**src/rtl/tug_of_war_core.sv**
```systemverilog
// Two-player tug-of-war engine. It synchronises the buttons, waits a random delay before the go cue,
// arbitrates the first press, penalises false starts, moves the rope and detects the end of the match.
module tug_of_war_core #(
    parameter int NUM_LEDS    = 7,
    parameter int DELAY_MIN   = 50000000,
    parameter int RAND_BITS   = 26,
    parameter int TIMEOUT_CYC = 100000000,
    parameter int SHOW_CYC    = 50000000,
    parameter int FLASH_CYC   = 12500000
) (
    input  logic                clk,
    input  logic                rst,
    input  logic                pbl,
    input  logic                pbr,
    output logic [NUM_LEDS-1:0] leds_out,
    output logic                winner_l,
    output logic                winner_r,
    output logic                false_start
);

    localparam int C       = (NUM_LEDS - 1) / 2;
    localparam int POS_W   = $clog2(NUM_LEDS);
    localparam int RB      = (RAND_BITS > 16) ? 16 : RAND_BITS;
    localparam int MAX_AB  = (SHOW_CYC > TIMEOUT_CYC) ? SHOW_CYC : TIMEOUT_CYC;
    localparam int MAX_CYC = (MAX_AB > FLASH_CYC) ? MAX_AB : FLASH_CYC;
    localparam int CNT_W   = $clog2(MAX_CYC + 1);
    localparam int DLY_MAX = DELAY_MIN + (1 << RB) - 1;
    localparam int DLY_W   = $clog2(DLY_MAX + 1);

    localparam logic [POS_W-1:0]    POS_C      = POS_W'(C);
    localparam logic [POS_W-1:0]    POS_MAX    = POS_W'(NUM_LEDS - 1);
    localparam logic [CNT_W-1:0]    SHOW_LAST  = CNT_W'(SHOW_CYC - 1);
    localparam logic [CNT_W-1:0]    TO_LAST    = CNT_W'(TIMEOUT_CYC - 1);
    localparam logic [CNT_W-1:0]    FLASH_LAST = CNT_W'(FLASH_CYC - 1);
    localparam logic [15:0]         LFSR_SEED  = 16'hACE1;
    localparam logic [NUM_LEDS-1:0] LEDS_RST   = {{(NUM_LEDS-1){1'b0}}, 1'b1} << C;

    typedef enum logic [2:0] {
        S_SHOW,
        S_WAIT,
        S_GO,
        S_MOVE,
        S_OVER
    } state_t;

    state_t              state_q, state_d;
    logic [2:0]          sync_l_q, sync_r_q;
    logic                ev_l_q, ev_r_q;
    logic [15:0]         lfsr_q, lfsr_d;
    logic [CNT_W-1:0]    cnt_q, cnt_d;
    logic [DLY_W-1:0]    dly_q, dly_d, dly_load;
    logic [POS_W-1:0]    pos_q, pos_d;
    logic                flash_q, flash_d;
    logic                win_l_q, win_l_d;
    logic                win_r_q, win_r_d;
    logic                fs_q, fs_d;
    logic [NUM_LEDS-1:0] leds_q, leds_d;

    function automatic logic [NUM_LEDS-1:0] onehot(input logic [POS_W-1:0] p);
        logic [NUM_LEDS-1:0] r;
        r = '0;
        for (int i = 0; i < NUM_LEDS; i++) begin
            if (p == POS_W'(i)) r[i] = 1'b1;
        end
        return r;
    endfunction

    always_comb begin
        lfsr_d = {lfsr_q[14:0], lfsr_q[15] ^ lfsr_q[13] ^ lfsr_q[12] ^ lfsr_q[10]};
        if (lfsr_d == '0) lfsr_d = LFSR_SEED;
    end

    assign dly_load = DLY_W'(DELAY_MIN) + DLY_W'(lfsr_q[RB-1:0]);

    always_comb begin
        state_d = state_q;
        cnt_d   = cnt_q;
        dly_d   = dly_q;
        pos_d   = pos_q;
        flash_d = flash_q;
        win_l_d = win_l_q;
        win_r_d = win_r_q;
        fs_d    = 1'b0;
        case (state_q)
            S_SHOW: begin
                if (cnt_q == SHOW_LAST) begin
                    state_d = S_WAIT;
                    cnt_d   = '0;
                    dly_d   = dly_load;
                end else begin
                    cnt_d = cnt_q + CNT_W'(1);
                end
            end
            S_WAIT: begin
                // A press before the cue hands the step to the opponent; a simultaneous pair just re-arms the delay.
                if (ev_l_q && ev_r_q) begin
                    dly_d = dly_load;
                end else if (ev_l_q) begin
                    pos_d   = pos_q - POS_W'(1);
                    fs_d    = 1'b1;
                    state_d = S_MOVE;
                end else if (ev_r_q) begin
                    pos_d   = pos_q + POS_W'(1);
                    fs_d    = 1'b1;
                    state_d = S_MOVE;
                end else if (dly_q <= DLY_W'(1)) begin
                    state_d = S_GO;
                    cnt_d   = '0;
                end else begin
                    dly_d = dly_q - DLY_W'(1);
                end
            end
            S_GO: begin
                if (ev_l_q && ev_r_q) begin
                    state_d = S_SHOW;
                    cnt_d   = '0;
                end else if (ev_l_q) begin
                    pos_d   = pos_q + POS_W'(1);
                    state_d = S_MOVE;
                end else if (ev_r_q) begin
                    pos_d   = pos_q - POS_W'(1);
                    state_d = S_MOVE;
                end else if (cnt_q == TO_LAST) begin
                    state_d = S_SHOW;
                    cnt_d   = '0;
                end else begin
                    cnt_d = cnt_q + CNT_W'(1);
                end
            end
            S_MOVE: begin
                cnt_d = '0;
                if (pos_q == POS_MAX) begin
                    win_l_d = 1'b1;
                    flash_d = 1'b1;
                    state_d = S_OVER;
                end else if (pos_q == '0) begin
                    win_r_d = 1'b1;
                    flash_d = 1'b1;
                    state_d = S_OVER;
                end else begin
                    state_d = S_SHOW;
                end
            end
            S_OVER: begin
                if (cnt_q == FLASH_LAST) begin
                    cnt_d   = '0;
                    flash_d = ~flash_q;
                end else begin
                    cnt_d = cnt_q + CNT_W'(1);
                end
            end
            default: state_d = S_SHOW;
        endcase
    end

    // LED pattern follows the state being entered; MOVE keeps whatever the previous state showed.
    always_comb begin
        leds_d = leds_q;
        case (state_d)
            S_SHOW:  leds_d = onehot(pos_d);
            S_WAIT:  leds_d = '0;
            S_GO:    leds_d = '1;
            S_MOVE:  leds_d = leds_q;
            S_OVER:  leds_d = onehot(pos_d) & {NUM_LEDS{flash_d}};
            default: leds_d = '0;
        endcase
    end

    always_ff @(posedge clk or posedge rst) begin
        if (rst) begin
            state_q  <= S_SHOW;
            sync_l_q <= '0;
            sync_r_q <= '0;
            ev_l_q   <= 1'b0;
            ev_r_q   <= 1'b0;
            lfsr_q   <= LFSR_SEED;
            cnt_q    <= '0;
            dly_q    <= '0;
            pos_q    <= POS_C;
            flash_q  <= 1'b1;
            win_l_q  <= 1'b0;
            win_r_q  <= 1'b0;
            fs_q     <= 1'b0;
            leds_q   <= LEDS_RST;
        end else begin
            state_q  <= state_d;
            sync_l_q <= {sync_l_q[1:0], pbl};
            sync_r_q <= {sync_r_q[1:0], pbr};
            ev_l_q   <= sync_l_q[1] & ~sync_l_q[2];
            ev_r_q   <= sync_r_q[1] & ~sync_r_q[2];
            lfsr_q   <= lfsr_d;
            cnt_q    <= cnt_d;
            dly_q    <= dly_d;
            pos_q    <= pos_d;
            flash_q  <= flash_d;
            win_l_q  <= win_l_d;
            win_r_q  <= win_r_d;
            fs_q     <= fs_d;
            leds_q   <= leds_d;
        end
    end

    assign leds_out    = leds_q;
    assign winner_l    = win_l_q;
    assign winner_r    = win_r_q;
    assign false_start = fs_q;

endmodule

```
**config.mk**
```make
export PLATFORM = sky130hd
export DESIGN_NAME = tug_of_war_core
export DESIGN_NICKNAME = d
export VERILOG_FILES = /design/src/rtl/tug_of_war_core.sv
export SDC_FILE = /design/constraint.sdc
export NUM_CORES = 1
export LEC_CHECK = 0
export ABC_CLOCK_PERIOD_IN_PS = 4600
export CORE_UTILIZATION = 55
export CTS_BUF_LIST = sky130_fd_sc_hd__clkbuf_8 sky130_fd_sc_hd__clkbuf_16
export DETAILED_ROUTE_END_ITERATION = 7
export PLACE_DENSITY = 0.74
export SLEW_MARGIN = 25
export SYNTH_ARGS = -nofsm -noshare
export SYNTH_HDL_FRONTEND = slang
export SYNTH_SLANG_ARGS = --single-unit
```
**constraint.sdc**
```tcl
create_clock -name clk -period 4.6 [get_ports clk]
set_input_delay 0.69 -clock clk [delete_from_list [all_inputs] [get_ports clk]]
set_output_delay 0.69 -clock clk [all_outputs]
set_load 0.005 [all_outputs]
```
==> results.py <==
metrics = {
    "yosys": {
        "netlist.top_cell.by_area": "dfrtp_1",
        "synth_cell_types": 73,
        "synth_enable_flop_cells": 0,
        "synth_seq_cells": 94,
        "syn_area_sq_mm": 0.00541,
        "synth_top_area_share": 0.379,
        "syn_avg_cell_area_sq_um": 9.23,
        "synth_flop_cell": "dfrtp_1",
        "ys_top_cells_by_area": "dfrtp_1 (38%), dfstp_2 (5.8%), nand2_1 (3.5%), a21oi_1 (3.1%), o21ai_0 (3.0%)",
        "syn-instance-count": 586,
        "synth-seq-area-share": 0.438,
        "synth.net_count": 602,
        "synthArstFlopShare": 1.00,
        "ys_warn_count": 0,
    },
    "global_route": {
        "grtUsageTotal": 0.257,
        "grt_max_degree": 37,
        "grt_pass1_vias": 4276,
        "grt_pass1_wl_mm": 20.7,
        "antenna_found_initial": 0,
        "grt_overflow": 0,
    },
    "setup_path": {
        "startpoint_type": "register",
        "crit_type": "register to register",
        "end_kind": "register",
        "required_ns": 4.84,
        "worstPathCellList": "ha_1, nand4_1, nor4_1, nand3_1, o311ai_0, a2bb2oi_1, o31ai_1",
        "cp_slowest_cell": "nor4_1",
        "critPathMaxFanout": 6,
        "cp.arrival_ns": 3.05,
        "slowest_delay_ns": 0.75,
    },
    "cts": {
        "cts_sinks": 94,
        "clkTransAtPathRegs_ns": 0.09,
        "cts_tree": "done",
        "cts_hold_buffers": 0,
        "clk_latency_ns": 0.36,
        "postCtsSetupBuffers": 0,
        "cts.path.max_buffers": 2,
        "root_buffer": "clkbuf_8",
        "numCtsBuffers": 9,
        "cts.repair.resized": 0,
        "cts_htree_levels": 3,
    },
    "routing": {
        "vias": 4606,
        "drt_iter0_markers": 315,
        "first_pass_iters": 4,
        "finalWirelength_mm": 12.2,
        "ant_nets": 0,
        "wl_per_cell_um": 17.0,
        "viasPerCell": 6.43,
        "drc_errors": 0,
    },
    "cells_and_area": {
        "final_cell_mix": "dfrtp_1 (82), nand2_1 (51), a21oi_1 (33)",
        "layout_commonest_cell": "dfrtp_1",
        "antenna_cells": 0,
        "fin_area_sq_mm": 0.00577,
        "area_growth_pct": 6.73,
        "final_core_util": 0.616,
        "nets": 598,
        "final_layout_size_suffix_gt1_frac": 0.102,
    },
    "power": {
        "power_leakage_nw": 2.46,
        "ir_worst_vdd_mv": 0.186,
        "p_per_area_mw_per_mm2": 232,
    },
    "floorplanning": {
        "core_sq_mm": 0.00937,
        "die_w_um": 101,
        "num_rows": 35,
        "pin_count": 14,
        "die_y_um": 101,
        "die_area_sq_mm": 0.0102,
        "initial_core_util": 0.577,
    },
    "sta": {
        "tns_ns": 0,
        "finalHoldViolCount": 0,
        "slew_headroom": 0.416,
        "min_period_over_period": 0.610,
        "worstMarginPinSlew_ns": 0.867,
        "rsz0062_at_grt": "no",
        "fin_skew_ns": 0.0171,
        "slew_viol_final": 0,
        "post-route-min-period_ns": 2.80,
        "fmax_mhz": 357,
        "finalSetupViolCount": 0,
    },
    "hold_path": {
        "hp-class": "register to register",
    },
    "run_status": {
        "status": "complete, no violations",
    },
    "placed_design": {
        "gp_congestion": 0.914,
        "portBuffers": 13,
        "hpwl_mm": 8.38,
        "place_area_sq_mm": 0.00561,
    },
    "flow_run": {
        "drv_cap": 0,
    },
}
[path summary, 6_finish.rpt]
path | startpoint | to | slack, ns | cells past startpoint
worst max-delay path | cnt_q[0]$_DFFE_PP0P_ | cnt_q[22]$_DFFE_PP0P_ | 1.80 | 7
worst min-delay path | sync_r_q[0]$_DFF_PP0_ | sync_r_q[1]$_DFF_PP0_ | 0.35 | 0
worst max register to register | cnt_q[0]$_DFFE_PP0P_ | cnt_q[22]$_DFFE_PP0P_ | 1.80 | 7
worst min register to register | sync_r_q[0]$_DFF_PP0_ | sync_r_q[1]$_DFF_PP0_ | 0.35 | 0
max in group asynchronous | rst | dly_q[1]$_DFFE_PP0P_ | 3.16 | 3
min in group asynchronous | rst | dly_q[16]$_DFFE_PP0P_ | 0.64 | 2
[cells in the mapped netlist (5+ instances only)]
cell / instances
and4_1: 5
o31ai_1: 6
nand2b_1: 14
xnor2_1: 8
a22o_1: 9
dfrtp_1: 82
nand2_1: 51
buf_2: 5
nand3_1: 31
nor4_2: 5
and3_1: 7
ha_1: 12
clkbuf_1: 28
o311ai_1: 6
and2_1: 6
o21ai_1: 5
nor2_1: 30
a21oi_1: 33
inv_1: 25
xor2_1: 7
a41oi_1: 10
o21ai_0: 32
nor2b_1: 7
o22ai_1: 6
nand4_1: 15
or3_1: 10
dfstp_2: 12
or2_2: 5
a31oi_1: 13
nor4_1: 12
nor3_1: 19
[power by group]
group          switching [W]  internal, W  leakage (nW)
clock               0.000276     0.000202         0.101
combinational      0.0000213   0.00000749          1.15
sequential        0.00000274     0.000830          1.21
total               0.000300      0.00104          2.46
[flip-flops by register name, summed over array words and instances, names as in the netlist, 3 cells and up]
signal    cells
cnt_q        27
dly_q        26
lfsr_q       16
leds_out      7
pos_q         3
state_q       3
sync_l_q      3
sync_r_q      3
[area by class of cell]
class                   instances  area (sq um)
clock inverters                 6          25.0
clock buffers                  10           138
inverters                      25          95.1
repair buffers                 20           183
flip-flops and latches         94          2370
well taps                     129           161
multi-input cells             432          2800
fillers                       825          3600
[per-layer routing]
metal  track usage  wire, um
met3        0.0359       719
met1         0.372      5670
met4         0.108       179
met5             0         0
met2         0.388      5600
[worst max-delay path, delay by kind of cell, from the launching register on]
family / cells / cell delay (ns)
adders and majority gates: 1 / 0.23
AOI/OAI and AO/OA: 3 / 0.72
and+or+nand+nor: 3 / 1.34
DFF: 1 / 0.42
[stage by stage]
step	std cells	total power, W	hold WS, ns	worst slack (ns)
CTS	716	0.00135	0.355	1.82
finish	716	0.00134	0.352	1.80
floorplan	586	0.000867	0.331	1.48
global placement	700	0.000878	0.336	1.90
global route	716	0.00139	0.369	1.59
detailed placement	700	0.000879	0.336	1.84
[logic make-up after synthesis]
kind of cell    synth area share
flops                      0.438
compound gates             0.213
mux                      0.00787
xor+xnor                  0.0243
buf+inv                   0.0456
fa+ha+maj                 0.0278
simple gates               0.244
(Power assumes the default switching activity.)
